**src/rtl/score_keeper.sv**
```systemverilog
// Two-digit BCD game score with an IDLE/PLAY/WIN state machine.
// Inputs are edge-detected here; all outputs come straight from registers.
module score_keeper #(
  parameter int WIN_SCORE = 15
) (
  input  logic       clk,
  input  logic       rst,
  input  logic       start,
  input  logic       hit,
  input  logic       miss,
  output logic [3:0] score_ones,
  output logic [3:0] score_tens,
  output logic       playing,
  output logic       win,
  output logic [1:0] state_dbg
);

  typedef enum logic [1:0] {
    ST_IDLE = 2'd0,
    ST_PLAY = 2'd1,
    ST_WIN  = 2'd2
  } state_e;

  localparam logic [3:0] WIN_TENS = 4'(WIN_SCORE / 10);
  localparam logic [3:0] WIN_ONES = 4'(WIN_SCORE % 10);

  state_e     state_q, state_d;
  logic [3:0] ones_q, ones_d;
  logic [3:0] tens_q, tens_d;
  logic       playing_q, playing_d;
  logic       win_q, win_d;
  logic       start_q, hit_q, miss_q;

  logic       start_e, hit_e, miss_e;
  logic [3:0] inc_ones, inc_tens;
  logic [3:0] dec_ones, dec_tens;
  logic [3:0] upd_ones, upd_tens;

  assign start_e = start & ~start_q;
  assign hit_e   = hit   & ~hit_q;
  assign miss_e  = miss  & ~miss_q;

  // BCD increment; the 99 wrap cannot occur because play stops at WIN_SCORE.
  always_comb begin
    inc_ones = ones_q;
    inc_tens = tens_q;
    if (ones_q == 4'd9) begin
      inc_ones = 4'd0;
      inc_tens = tens_q + 4'd1;
    end else begin
      inc_ones = ones_q + 4'd1;
    end
  end

  // BCD decrement with a floor at 00.
  always_comb begin
    dec_ones = ones_q;
    dec_tens = tens_q;
    if (ones_q == 4'd0) begin
      if (tens_q != 4'd0) begin
        dec_ones = 4'd9;
        dec_tens = tens_q - 4'd1;
      end
    end else begin
      dec_ones = ones_q - 4'd1;
    end
  end

  always_comb begin
    upd_ones = ones_q;
    upd_tens = tens_q;
    if (hit_e && !miss_e) begin
      upd_ones = inc_ones;
      upd_tens = inc_tens;
    end else if (miss_e && !hit_e) begin
      upd_ones = dec_ones;
      upd_tens = dec_tens;
    end
  end

  always_comb begin
    state_d = state_q;
    ones_d  = ones_q;
    tens_d  = tens_q;
    unique case (state_q)
      ST_IDLE, ST_WIN: begin
        if (start_e) begin
          state_d = ST_PLAY;
          ones_d  = 4'd0;
          tens_d  = 4'd0;
        end
      end
      ST_PLAY: begin
        if (start_e) begin
          ones_d = 4'd0;
          tens_d = 4'd0;
        end else begin
          ones_d = upd_ones;
          tens_d = upd_tens;
          if (upd_ones == WIN_ONES && upd_tens == WIN_TENS) state_d = ST_WIN;
        end
      end
      default: begin
        state_d = ST_IDLE;
        ones_d  = 4'd0;
        tens_d  = 4'd0;
      end
    endcase
    playing_d = (state_d == ST_PLAY);
    win_d     = (state_d == ST_WIN);
  end

  always_ff @(posedge clk or posedge rst) begin
    if (rst) begin
      state_q   <= ST_IDLE;
      ones_q    <= 4'd0;
      tens_q    <= 4'd0;
      playing_q <= 1'b0;
      win_q     <= 1'b0;
      start_q   <= 1'b0;
      hit_q     <= 1'b0;
      miss_q    <= 1'b0;
    end else begin
      state_q   <= state_d;
      ones_q    <= ones_d;
      tens_q    <= tens_d;
      playing_q <= playing_d;
      win_q     <= win_d;
      start_q   <= start;
      hit_q     <= hit;
      miss_q    <= miss;
    end
  end

  assign score_ones = ones_q;
  assign score_tens = tens_q;
  assign playing    = playing_q;
  assign win        = win_q;
  assign state_dbg  = state_q;

endmodule
```
**config.mk**
```make
export PLATFORM = sky130hd
export DESIGN_NAME = score_keeper
export DESIGN_NICKNAME = d
export VERILOG_FILES = /design/src/rtl/score_keeper.sv
export SDC_FILE = /design/constraint.sdc
export NUM_CORES = 1
export LEC_CHECK = 0
export BUFFER_PORTS_ARGS = -buffer_cell sky130_fd_sc_hd__buf_2
export CAP_MARGIN = 25
export CORE_MARGIN = 2
export CORE_UTILIZATION = 62
export CTS_BUF_LIST = sky130_fd_sc_hd__clkbuf_4
export DETAILED_ROUTE_END_ITERATION = 8
export PLACE_DENSITY = 0.89
export SYNTH_ARGS = -nofsm -noshare
export SYNTH_HDL_FRONTEND = slang
export SYNTH_SLANG_ARGS = --single-unit
```
**constraint.sdc**
```tcl
create_clock -name clk -period 7.55 [get_ports clk]
set_input_delay 0.3775 -clock clk [delete_from_list [all_inputs] [get_ports clk]]
set_output_delay 0.3775 -clock clk [all_outputs]
set_load 0.05 [all_outputs]
```
[Yosys cells after proc, flatten, opt, wreduce, memory -nomap -nowiden]
Index checks and enable logic that the tools add are counted.
Storage, ports and cells
  ROM bits: 0
  register bits after elaboration: 15
  bits in latches: 0
  logic and storage cells: 54
  bits in writable memories: 0
  memories kept: 0
  input bits: 5
  output and inout bits: 12
Operators by class
  bitwise operators: 6
  equality and inequality tests: 8
  reduce and logical (&&, ||, !) cells: 9
  shift-type cells: 0
  multiplexer cells: 19
  divide/modulo/power cells: 0
  add/subtract/negate cells: 4
  $lt $le $gt $ge: 0
  multipliers: 0
Operators with widths (number)
  2-to-1 mux 4 bit: 13
  case mux 4 bit (2 select lines): 2
  adder 4 x 1 -> 4 bit (second input constant): 2
  subtractor 4 x 1 -> 4 bit (second input constant): 2
  2-to-1 mux 2 bit: 3
  equality test 2 x 1 -> 1 bit (second input constant): 2
  equality test 2 bit (second input constant): 2
  equality test 4 x 1 -> 1 bit (second input constant): 1
  equality test 4 x 3 -> 1 bit (second input constant): 1
  equality test 4 bit (second input constant): 1
  logical NOT 4 bit: 1
  case mux 2 bit (2 select lines): 1
  nonzero test 4 bit: 1
  AND 1 bit: 3
  logical AND 1 bit: 3
  inverter 1 bit: 3
  logical NOT 1 bit: 2
  logical NOT 2 bit: 1
  inequality test 2 bit (second input constant): 1
  OR reduction 2 bit: 1

[Depth between registers and ports, before layout]
  word-level depth: 12
  depth in mapped cells: 8
  gate-level depth less buffers: 8

[Worst setup path after synthesis]
OpenSTA, ideal clock, no wires.
  path kind: register to register
  start point: register ones_q[0], in the netlist score_ones[0]
  end point: register playing_q, in the netlist playing
  library setup time: 119 ps
  slack: 4866 ps
  required time: 7431 ps
  buffers on the path: 0
  arrival: 2565 ps
  cell stages (with the launch flop): 9
  clock period less this slack: 2684 ps
  cell sequence: dfrtp_1 > inv_1 > ha_1 > or3b_4 > nor4_4 > mux2i_2 > a2bb2oi_1 > or4_4 > o21a_1
On the way
  longest elaborated chain between the ends: 10
  elaborated cells between the ends (all ways): 20
  those cells by class: add/sub: 2; eq/ne: 4; mux: 12; reduce/logical: 2
Ends and longest elaborated chain
  from (decl): RTL line 28  | logic [3:0] ones_q, ones_d;
  from (signal assigned): RTL line 125  | ones_q <= ones_d;
  subtractor 4 x 1 -> 4 bit (tied with other cells): RTL line 65  | dec_ones = ones_q - 4'd1;
  2-to-1 mux 4 bit: RTL line 59  | if (ones_q == 4'd0) begin
  2-to-1 mux 4 bit: RTL line 75  | end else if (miss_e && !hit_e) begin
  2-to-1 mux 4 bit: RTL line 72  | if (hit_e && !miss_e) begin
  equality test 4 x 3 -> 1 bit / equality test 4 x 1 -> 1 bit (equally long branches): RTL line 100  | if (upd_ones == WIN_ONES && upd_tens == WIN_TENS) state_d = ST_WIN;
  logical AND 1 bit *: RTL line 100
  2-to-1 mux 2 bit *: RTL line 100
  2-to-1 mux 2 bit *: RTL line 94  | if (start_e) begin
  case mux 2 bit (2 select lines) *: RTL line 85  | unique case (state_q)
  equality test 2 x 1 -> 1 bit *: RTL line 109  | playing_d = (state_d == ST_PLAY);
  net playing_d: RTL line 30  | logic playing_q, playing_d;
  to (signal assigned): RTL line 127  | playing_q <= playing_d;
  to (decl): RTL line 30
Mark *: on every way through the listed nets, which the timed path passes. The rest lies on a longest branch.
A chain may end at the register's enable or synchronous reset.

[Worst setup path after layout]
Ends and elaborated chain as after synthesis.

==> flow_summary.ini <==
[floorplanning]
fp.dieW_um = 45.30
boundaryPins = 17
start_util_pct = 67.82
die_h_um = 45.30
rows = 14
coreArea_sq_mm = 0.001559
dieArea_sq_mm = 0.002052

[finish]
antenna_cells = 0
regArea_sq_um = 375.4
drive_gt1_share_pct = 27.56
fillers = 126
fin_cells = 143
finalNetCount = 139
multi_input_area_sq_um = 636.9
area_delta_synth_final_pct = 10.65
utilization_pct = 75.04

[sta]
tightest_slew_ns = 0.6645
finalMaxSlewViolations = 0
timing.hold.ws_ns = 0.1438
rsz0062_at_grt = false
finalSetupTns_ns = 0
fmax_mhz = 378.6
finClkSkew_ns = 0.001368
min_period_ns = 2.641
relSlewSlack_pct = 55.53
period_share_pct = 34.99
hold_viol = 0
setup_viol = 0

[worst_setup_path]
reg2reg_setup_slack_ns = 4.91
r2r_start = score_ones[0]
cp-startpoint = score_ones[0]
start_kind = flip-flop
cp.required_ns = 7.73
worstPathArrival_ns = 2.83
end_kind = flip-flop
critPathCapture = playing
r2r_cells = 8
timing.rr.end = playing
crit_type = flip-flop to flip-flop
crit_fanout = 10

[logic_synthesis]
yosysTopAreaCellShare_pct = 35.50
synth_cells = 109
syn_avg_cell_area_sq_um = 9.700
synth_nets = 120
ys_warn_count = 0
synth_seq_cells = 15
synth.cell_area_sq_mm = 0.001057
async_flop_share_pct = 100.0
synthTopCellsByArea = dfrtp_1 36%, ha_1 7.1%, a21oi_1 2.8%
synth_seq_area_share_pct = 35.50
yosys.area.top_type = dfrtp_1
synth_edf_count = 0
synth.distinct_cells = 49
synthFlopType = dfrtp_1

[status]
status = finished clean

[clock_network]
cts_buffer_depth = 2
cts_setup_buffers = 0
clk_latency_ns = 0.29
cts_root_buf = clkbuf_4
tritoncts = yes
htree_levels = 1
cts_resized = 0
path_clk_slew_ns = 0.09
cts.sinks = 15
ctsHoldBuffers = 0
cts_buffers = 3

[global_route]
grt_pass1_wl_mm = 3.719
antenna_found_initial = 0
grt.overflow.total = 0
first_global_vias = 859
grt.total_usage_pct = 25.17
grt_max_degree = 16

[drt]
dr.first_iter.drc_count = 31
viasPerCell = 6.378
routed_wl_mm = 2.272
vias = 912
routed_wire_length_per_instance_um = 15.89
drc_errors = 0
firstDrtPassIters = 4
ant_nets = 0

[hold_path]
hp-class = primary input to asynchronous set/reset pin

[power_and_ir_drop]
p_per_area_mw_per_mm2 = 306.8
ir_worst_vdd_mv = 0.1668
p_leak_nw = 0.5339

[placed_design]
post-place-cells = 139
hpwl_mm = 1.714
place_congestion = 0.8429
portBuffers = 16

[job]
drv_cap = 0
==> layer usage <==
metal	vias to the layer above	global-route usage, %	share of wire (%)
li1	446	-	-
met1	443	31.46	44
met2	21	46.00	52
met3	2	3.600	3.9
met4	0	4.706	0.48
met5	-	0	0
==> registers in the layout (all words and copies together) (netlist names) <==
| name | count |
|---|---|
| score_ones | 4 |
| score_tens | 4 |
| state_dbg | 2 |
| hit_q | 1 |
| miss_q | 1 |
| playing | 1 |
| start_q | 1 |
| win | 1 |
==> cell usage after synthesis (2+ instances only) <==
cell	count
a21o_1	2
a21oi_1	6
a22o_1	2
dfrtp_1	15
ha_1	6
inv_1	8
mux2i_1	2
nand2_1	7
nand3_1	5
nor2_1	6
nor3_1	3
nor4_2	2
o21a_1	2
o21ai_0	4
o21ai_1	4
o31ai_1	2
==> placed cells by master, fill, tap and decap left out, types with 2 or more instances in the layout <==
cell type and n:
a21o_1 2, a21oi_1 6, a22o_1 2, buf_2 16
clkbuf_4 3, dfrtp_1 15, ha_1 6, inv_1 8
mux2i_1 2, nand2_1 7, nand3_1 5, nor2_1 6
nor3_1 3, nor4_2 2, o21a_1 2, o21ai_0 4
o21ai_1 4, o31ai_1 2
==> power by group <==
part / total, mW / switching (mW) / internal, mW
clock: 0.0469 / 0.0272 / 0.0197
combinational: 0.191 / 0.122 / 0.0691
sequential: 0.121 / 0.0276 / 0.0931
==> worst min-delay path by stage <==
stage                         end  slack (ns)  depth (start not counted)
floorplan                   hit_q        0.28                          1
global placement    score_ones[2]        0.45                          2
detailed placement          hit_q        0.48                          2
CTS                         hit_q        0.16                          2
global route        score_ones[2]        0.20                          2
finish                      hit_q        0.14                          2
==> critical path: stages (launching register included) <==
cell	delay, ns
dfrtp_1	0.49
inv_1	0.12
ha_1	0.21
or3b_4	0.45
nor4_2	0.32
a21o_2	0.16
mux2i_1	0.10
or4_4	0.50
o21a_1	0.18
==> through the flow <==
stage	setup WS (ns)	cell area (sq um)	power, mW
finish	4.909	1170	0.3589
global route	4.808	1170	0.3805
CTS	4.925	1170	0.3586
detailed placement	4.942	1142	0.3123
global placement	5.033	1142	0.3055
floorplan	4.866	1057	0.2767
==> cell type report <==
type | count | area share (%)
well taps | 16 | 1.711
multi-input cells | 84 | 54.44
repair buffers | 16 | 6.845
clock buffers | 3 | 1.925
inverters | 8 | 2.567
clock inverters | 1 | 0.4278
flip-flops and latches | 15 | 32.09
==> logic make-up after synthesis <==
family	after synthesis	share of synthesized area (%)
muxes	5	5.325
AOI/OAI and AO/OA	31	19.65
buffers and inverters	10	4.260
and+or+nand+nor	41	27.34
adders and majority gates	6	7.100
DFF	15	35.50
xor gates and xnor gates	1	0.8286
(Power assumes the default switching activity.)
